===== src/rtl/mips150_store_unit.sv =====
// mips150_store_unit
//   Store-side lane/enable generator plus a small in-order store buffer.
//   SB/SH/SW requests from execute are converted into word-aligned,
//   big-endian, byte-enabled writes. Each write is queued in a FIFO and then
//   drained to the data memory over a valid/ready handshake.
//   Misaligned stores and reserved sizes are consumed but never written.
//   Buffered stores that hit the load word raise a hazard flag.
// Ports:
//   clk, rst_n                  clock, async active-low reset
//   st_valid/st_ready           request handshake from execute
//   st_size/st_addr/st_data     request (size 00=B 01=H 10=W 11=reserved)
//   mem_valid/mem_ready         drain handshake to data memory
//   mem_addr/mem_wdata/mem_we   head entry (word address, lanes, enables)
//   ld_addr/ld_hazard           load-word vs buffered-store match
//   misalign_err/err_addr       one-cycle error pulse, last bad address
//   pending                     number of occupied entries
module mips150_store_unit #(
  parameter int DEPTH = 2,
  parameter int AW    = 32
) (
  input  logic                     clk,
  input  logic                     rst_n,
  input  logic                     st_valid,
  output logic                     st_ready,
  input  logic [1:0]               st_size,
  input  logic [AW-1:0]            st_addr,
  input  logic [31:0]              st_data,
  output logic                     mem_valid,
  input  logic                     mem_ready,
  output logic [AW-1:0]            mem_addr,
  output logic [31:0]              mem_wdata,
  output logic [3:0]               mem_we,
  input  logic [AW-1:0]            ld_addr,
  output logic                     ld_hazard,
  output logic                     misalign_err,
  output logic [AW-1:0]            err_addr,
  output logic [$clog2(DEPTH):0]   pending
);

  localparam int PW = $clog2(DEPTH);
  localparam int CW = PW + 1;

  // Buffer storage; a word address drops the two byte-offset bits.
  logic [AW-3:0]  ent_addr_q  [DEPTH];
  logic [31:0]    ent_wdata_q [DEPTH];
  logic [3:0]     ent_we_q    [DEPTH];

  logic [PW-1:0]  wr_ptr_q, wr_ptr_d;
  logic [PW-1:0]  rd_ptr_q, rd_ptr_d;
  logic [CW-1:0]  count_q, count_d;
  logic           misalign_q, misalign_d;
  logic [AW-1:0]  err_addr_q, err_addr_d;

  logic           req_legal;
  logic [3:0]     req_we;
  logic [31:0]    req_wdata;
  logic           accept;
  logic           enq;
  logic           deq;
  logic           hazard;
  logic [PW-1:0]  scan_idx;

  // Decode request size/offset into byte enables and replicated lane data.
  always_comb begin
    req_legal = 1'b0;
    req_we    = 4'b0000;
    req_wdata = 32'h0000_0000;
    case (st_size)
      2'b00: begin
        req_legal = 1'b1;
        req_we    = 4'b1000 >> st_addr[1:0];
        req_wdata = {4{st_data[7:0]}};
      end
      2'b01: begin
        req_legal = (st_addr[0] == 1'b0);
        req_we    = st_addr[1] ? 4'b0011 : 4'b1100;
        req_wdata = {2{st_data[15:0]}};
      end
      2'b10: begin
        req_legal = (st_addr[1:0] == 2'b00);
        req_we    = 4'b1111;
        req_wdata = st_data;
      end
      default: begin
        req_legal = 1'b0;
        req_we    = 4'b0000;
        req_wdata = 32'h0000_0000;
      end
    endcase
  end

  // Handshakes, pointer/occupancy next state and error capture.
  always_comb begin
    st_ready   = (count_q < CW'(DEPTH));
    mem_valid  = (count_q != {CW{1'b0}});
    accept     = st_valid && st_ready;
    enq        = accept && req_legal;
    deq        = mem_valid && mem_ready;
    wr_ptr_d   = wr_ptr_q;
    rd_ptr_d   = rd_ptr_q;
    count_d    = count_q;
    misalign_d = accept && !req_legal;
    err_addr_d = err_addr_q;
    if (enq) begin
      wr_ptr_d = wr_ptr_q + PW'(1);
    end else begin
      wr_ptr_d = wr_ptr_q;
    end
    if (deq) begin
      rd_ptr_d = rd_ptr_q + PW'(1);
    end else begin
      rd_ptr_d = rd_ptr_q;
    end
    case ({enq, deq})
      2'b10:   count_d = count_q + CW'(1);
      2'b01:   count_d = count_q - CW'(1);
      default: count_d = count_q;
    endcase
    if (accept && !req_legal) begin
      err_addr_d = st_addr;
    end else begin
      err_addr_d = err_addr_q;
    end
  end

  // Hazard scan: only occupied entries (rd_ptr onward, count of them) match;
  // the request being accepted right now is not yet in storage.
  always_comb begin
    hazard   = 1'b0;
    scan_idx = rd_ptr_q;
    for (int i = 0; i < DEPTH; i++) begin
      scan_idx = rd_ptr_q + PW'(i);
      if ((CW'(i) < count_q) && (ent_addr_q[scan_idx] == ld_addr[AW-1:2])) begin
        hazard = 1'b1;
      end else begin
        hazard = hazard;
      end
    end
  end

  // Output drive: head entry while valid, zeros while empty.
  always_comb begin
    ld_hazard    = hazard;
    misalign_err = misalign_q;
    err_addr     = err_addr_q;
    pending      = count_q;
    if (mem_valid) begin
      mem_addr  = {ent_addr_q[rd_ptr_q], 2'b00};
      mem_wdata = ent_wdata_q[rd_ptr_q];
      mem_we    = ent_we_q[rd_ptr_q];
    end else begin
      mem_addr  = {AW{1'b0}};
      mem_wdata = 32'h0000_0000;
      mem_we    = 4'b0000;
    end
  end

  // Control state registers.
  always_ff @(posedge clk or negedge rst_n) begin
    if (!rst_n) begin
      wr_ptr_q   <= {PW{1'b0}};
      rd_ptr_q   <= {PW{1'b0}};
      count_q    <= {CW{1'b0}};
      misalign_q <= 1'b0;
      err_addr_q <= {AW{1'b0}};
    end else begin
      wr_ptr_q   <= wr_ptr_d;
      rd_ptr_q   <= rd_ptr_d;
      count_q    <= count_d;
      misalign_q <= misalign_d;
      err_addr_q <= err_addr_d;
    end
  end

  // Entry storage; written only on a legal enqueue.
  always_ff @(posedge clk or negedge rst_n) begin
    if (!rst_n) begin
      for (int i = 0; i < DEPTH; i++) begin
        ent_addr_q[i]  <= {(AW-2){1'b0}};
        ent_wdata_q[i] <= 32'h0000_0000;
        ent_we_q[i]    <= 4'b0000;
      end
    end else if (enq) begin
      ent_addr_q[wr_ptr_q]  <= st_addr[AW-1:2];
      ent_wdata_q[wr_ptr_q] <= req_wdata;
      ent_we_q[wr_ptr_q]    <= req_we;
    end
  end

endmodule


===== config.mk =====
export PLATFORM = sky130hd
export DESIGN_NAME = mips150_store_unit
export DESIGN_NICKNAME = d
export VERILOG_FILES = /design/src/rtl/mips150_store_unit.sv
export SDC_FILE = /design/constraint.sdc
export NUM_CORES = 1
export LEC_CHECK = 0
export ABC_CLOCK_PERIOD_IN_PS = 2800
export BUFFER_PORTS_ARGS = -buffer_cell sky130_fd_sc_hd__buf_2
export CORE_ASPECT_RATIO = 2
export CORE_MARGIN = 2
export CORE_UTILIZATION = 45
export CTS_CLUSTER_DIAMETER = 60
export DETAILED_ROUTE_END_ITERATION = 16
export PLACE_DENSITY = 0.69
export SYNTH_ARGS = -nofsm -noshare
export SYNTH_HDL_FRONTEND = slang
export SYNTH_SLANG_ARGS = --single-unit

===== constraint.sdc =====
create_clock -name clk -period 2.8 [get_ports clk]
set_input_delay 0.42 -clock clk [delete_from_list [all_inputs] [get_ports clk]]
set_output_delay 0.42 -clock clk [all_outputs]
set_load 0.05 [all_outputs]

==> results by group <==
Power and ir drop
  • Psw: 8.03 mW
  • Seq pwr share: 0.273
  • Cell leakage power: 5.37 nW
  • Peak VDD IR: 643 µV
  • PD cells: 1480 nW/µm²
  • Clock Power Share: 0.156
  • Total internal power: 8.10 mW
  • Switching share of power: 0.498
  • Logic pwr share: 0.571

Worst setup path
  • Crit path cell chain: buf_12 -> buf_12 -> mux2i_4 -> xor2_1 -> nand4_1 -> nor4_1 -> nand4_1 -> o21ai_2 -> buf_6
  • Crit path max fanout: 7
  • CP max stage cell: dfrtp_4
  • Critical Path Source Type: flop
  • Arr. time, crit path: 2530 ps
  • Crit-path max cell delay: 480 ps
  • WP data required: 2380 ps
  • CP Class: reg2out
  • CP endpoint kind: output pin

Drt
  • Via density per instance: 5.21
  • Starting DRC count in detailed routing: 164
  • Remaining antenna violation count: 0
  • Pre-antenna DRT Iters: 4
  • DR vias: 7001
  • DRT Wirelength: 24500 µm
  • Remaining DRCs: 0
  • Routed WL per cell: 18.2 µm

Placement
  • DP Wirelength: 17800 µm
  • Post-DP Area: 10000 µm²
  • GP Congestion: 0.880
  • Number of port buffers: 203

STA
  • Worst Tran Pin Value: 641 ps
  • Final Hold Vio Count: 0
  • Slew headroom: 0.573
  • Minimum clock period: 2950 ps
  • Fmax: 0.339 GHz
  • Final-report max-slew violation count: 0
  • Unrepaired setup endpoints after global routing: yes
  • Min Hold Slack: 212 ps
  • Final setup fails: 1
  • Clock Skew: 14.2 ps
  • Final Cycle Share: 1.05
  • Setup_tns: -150 ps
  • PnR worst setup slack: -150 ps

Synthesis
  • Largest family of logic cells by synthesized area: multiplexers
  • Sequential share of the synthesized area: 0.483
  • Post-Synth Adder-Cell Area: 0.00429
  • Post-Synthesis Cell Area: 8750 µm²
  • Synth area leader: dfrtp_1
  • Synth Flop Type: dfrtp_1
  • Simple-Gate Fraction of Synth Area: 0.141
  • Synthesized area per cell: 10.0 µm²
  • Post-synth top area share: 0.483
  • Largest cells by area after synthesis: dfrtp_1, mux2i_1, mux2_2
  • Compound-Gate Fraction of Synth Area: 0.0735
  • Synth warnings: 0
  • Async S/R FF share, synth: 1.00
  • Cell count after synthesis: 873
  • Post-synthesis mux area share: 0.191
  • Post-synth EDFFs: 0
  • Synth unique cells: 29
  • Yosys reg bits: 169
  • Xor/xnor share of the synthesized area: 0.0630

Job
  • Max Cap Viol: 0

Floorplan
  • Starting Density: 0.456
  • Placeable core area: 19200 µm²
  • Total Die Area: 20600 µm²
  • # rows: 72
  • Chip width: 103 µm
  • Chip height: 201 µm
  • IO Pins: 208

Global route
  • Total Routing Usage GR: 0.241
  • Initial antenna violation count: 1
  • Largest net degree at the start of global routing: 74
  • First-pass GRT wire length: 37600 µm
  • Vias in the first global route: 6921
  • GRT Residual Overflow: 0

Clock network
  • Clock sinks: 169
  • CTS tree: done
  • CTS Buf Count: 17
  • Skew-Pair Late Insertion Delay: 430 ps
  • Worst-case clock buffer depth: 2
  • Clock root cell: clkbuf_16
  • Clock-pin slew on the worst setup and hold paths: 80 ps
  • H-tree levels: 4

Status
  • Outcome: complete, but fails checks
  • Failing checks: setup timing

Layout
  • Fill cell count: 1752
  • Fraction of layout instances using a drive strength above 1: 0.340
  • Commonest non-fill, non-tap cells in the layout: buf_2, nand2_1, dfrtp_1, nor2_1, mux2i_1
  • Commonest non-fill, non-tap cell in the layout: buf_2
  • Final instance area: 10900 µm²
  • Layout Area Growth over Synthesis: 24.7%
  • Nets@finish: 1176

Min path
  • Worst min-delay path class: in2reg
[what timing repair did]
item                                    CTS  global route
buffers inserted                          5             2
gates resized for setup                  15            21
gates cloned                              1             0
pin swaps                                 7            12
endpoints found under the setup margin    2             1
hold buffers                              1             0
hold endpoints to repair                  4             0
[critical path: cells and delay by family, from the launching register on]
kind,cells,cell delay [ps]
mux,1,250
compound gates,1,90
simple gates,3,630
flops,1,480
xor+xnor,1,160
buf+inv,3,480
[kinds of logic after synthesis]
| family | count (synthesis) |
|---|---|
| other | 1 |
| adder cells (fa/ha/maj) | 3 |
| AND/OR/NAND/NOR | 299 |
| flip-flops | 169 |
| multiplexers | 159 |
| buffers and inverters | 60 |
| AO/OA/AOI/OAI | 119 |
| XOR/XNOR | 63 |
[stage by stage]
step	total power, mW	cells	utilization	worst slack, ps
6_report	16.1	1344	0.569	-150
3_3_place_gp	13.0	1302	0.522	186
3_5_place_dp	13.2	1302	0.522	124
2_1_floorplan	11.0	874	-	-5.95
5_1_grt	17.0	1344	0.569	-246
4_1_cts	16.0	1341	0.562	-143
[state kept, by name (all words and copies together) (netlist names)]
signal,count
misalign_err,1
wr_ptr_q,1
pending,2
ent_addr_q,60
ent_wdata_q,64
ent_we_q,8
rd_ptr_q,1
err_addr,32
[routing by layer]
| layer | global-route usage | part of all wire | up-vias |
|---|---|---|---|
| li1 | - | - | 3336 |
| met2 | 0.440 | 0.56 | 211 |
| met1 | 0.252 | 0.35 | 3403 |
| met5 | 0 | 0 | - |
| met4 | 0.141 | 0.050 | 0 |
| met3 | 0.0344 | 0.038 | 51 |
[Yosys cell counts, types with 8 or more instances]
cell type	n
mux2i_1	96
buf_6	15
xnor2_1	41
o21ai_2	10
dfrtp_1	169
clkbuf_1	20
nor2_1	85
buf_4	8
xor2_1	22
mux2_2	63
nand2_1	176
nor4_1	11
o21ai_1	26
nand4_1	9
a21oi_1	42
nor2b_1	13
buf_2	11
o21ai_0	39
[path summary, 6_finish.rpt]
| check | startpoint | slack [ps] | to | cells past startpoint |
|---|---|---|---|---|
| max | rd_ptr_q | -150 | ld_hazard | 9 |
| min | st_addr[31] | 210 | ent_addr_q[59] | 3 |
| max reg2reg | pending[1] | 880 | pending[1] | 7 |
| min reg2reg | ent_wdata_q[23] | 480 | ent_wdata_q[23] | 2 |
| max in group asynchronous | rst_n | 1470 | ent_we_q[2] | 3 |
| min in group asynchronous | rst_n | 550 | err_addr[18] | 2 |
[area by class of cell]
type	instances	area, µm²	share of cell area
tap	259	324	0.0297
inverter	3	15.0	0.00138
multi-input combinational	645	4290	0.393
clock inverter	11	159	0.0146
timing repair buffer	235	1420	0.130
clock buffer	21	470	0.0431
antenna	1	2.50	0.000229
sequential	169	4230	0.388
[power by group through the flow]
| stage | sequential [mW] | combinational [mW] | clock, mW |
|---|---|---|---|
| 5_1_grt | 4.56 | 9.81 | 2.64 |
| 4_1_cts | 4.36 | 9.07 | 2.56 |
| 3_5_place_dp | 4.38 | 8.82 | 0 |
| 2_1_floorplan | 5.08 | 5.89 | 0 |
| 6_report | 4.40 | 9.22 | 2.52 |
| 3_3_place_gp | 4.30 | 8.73 | 0 |
No activity file was read; power rests on OpenSTA's default activity.
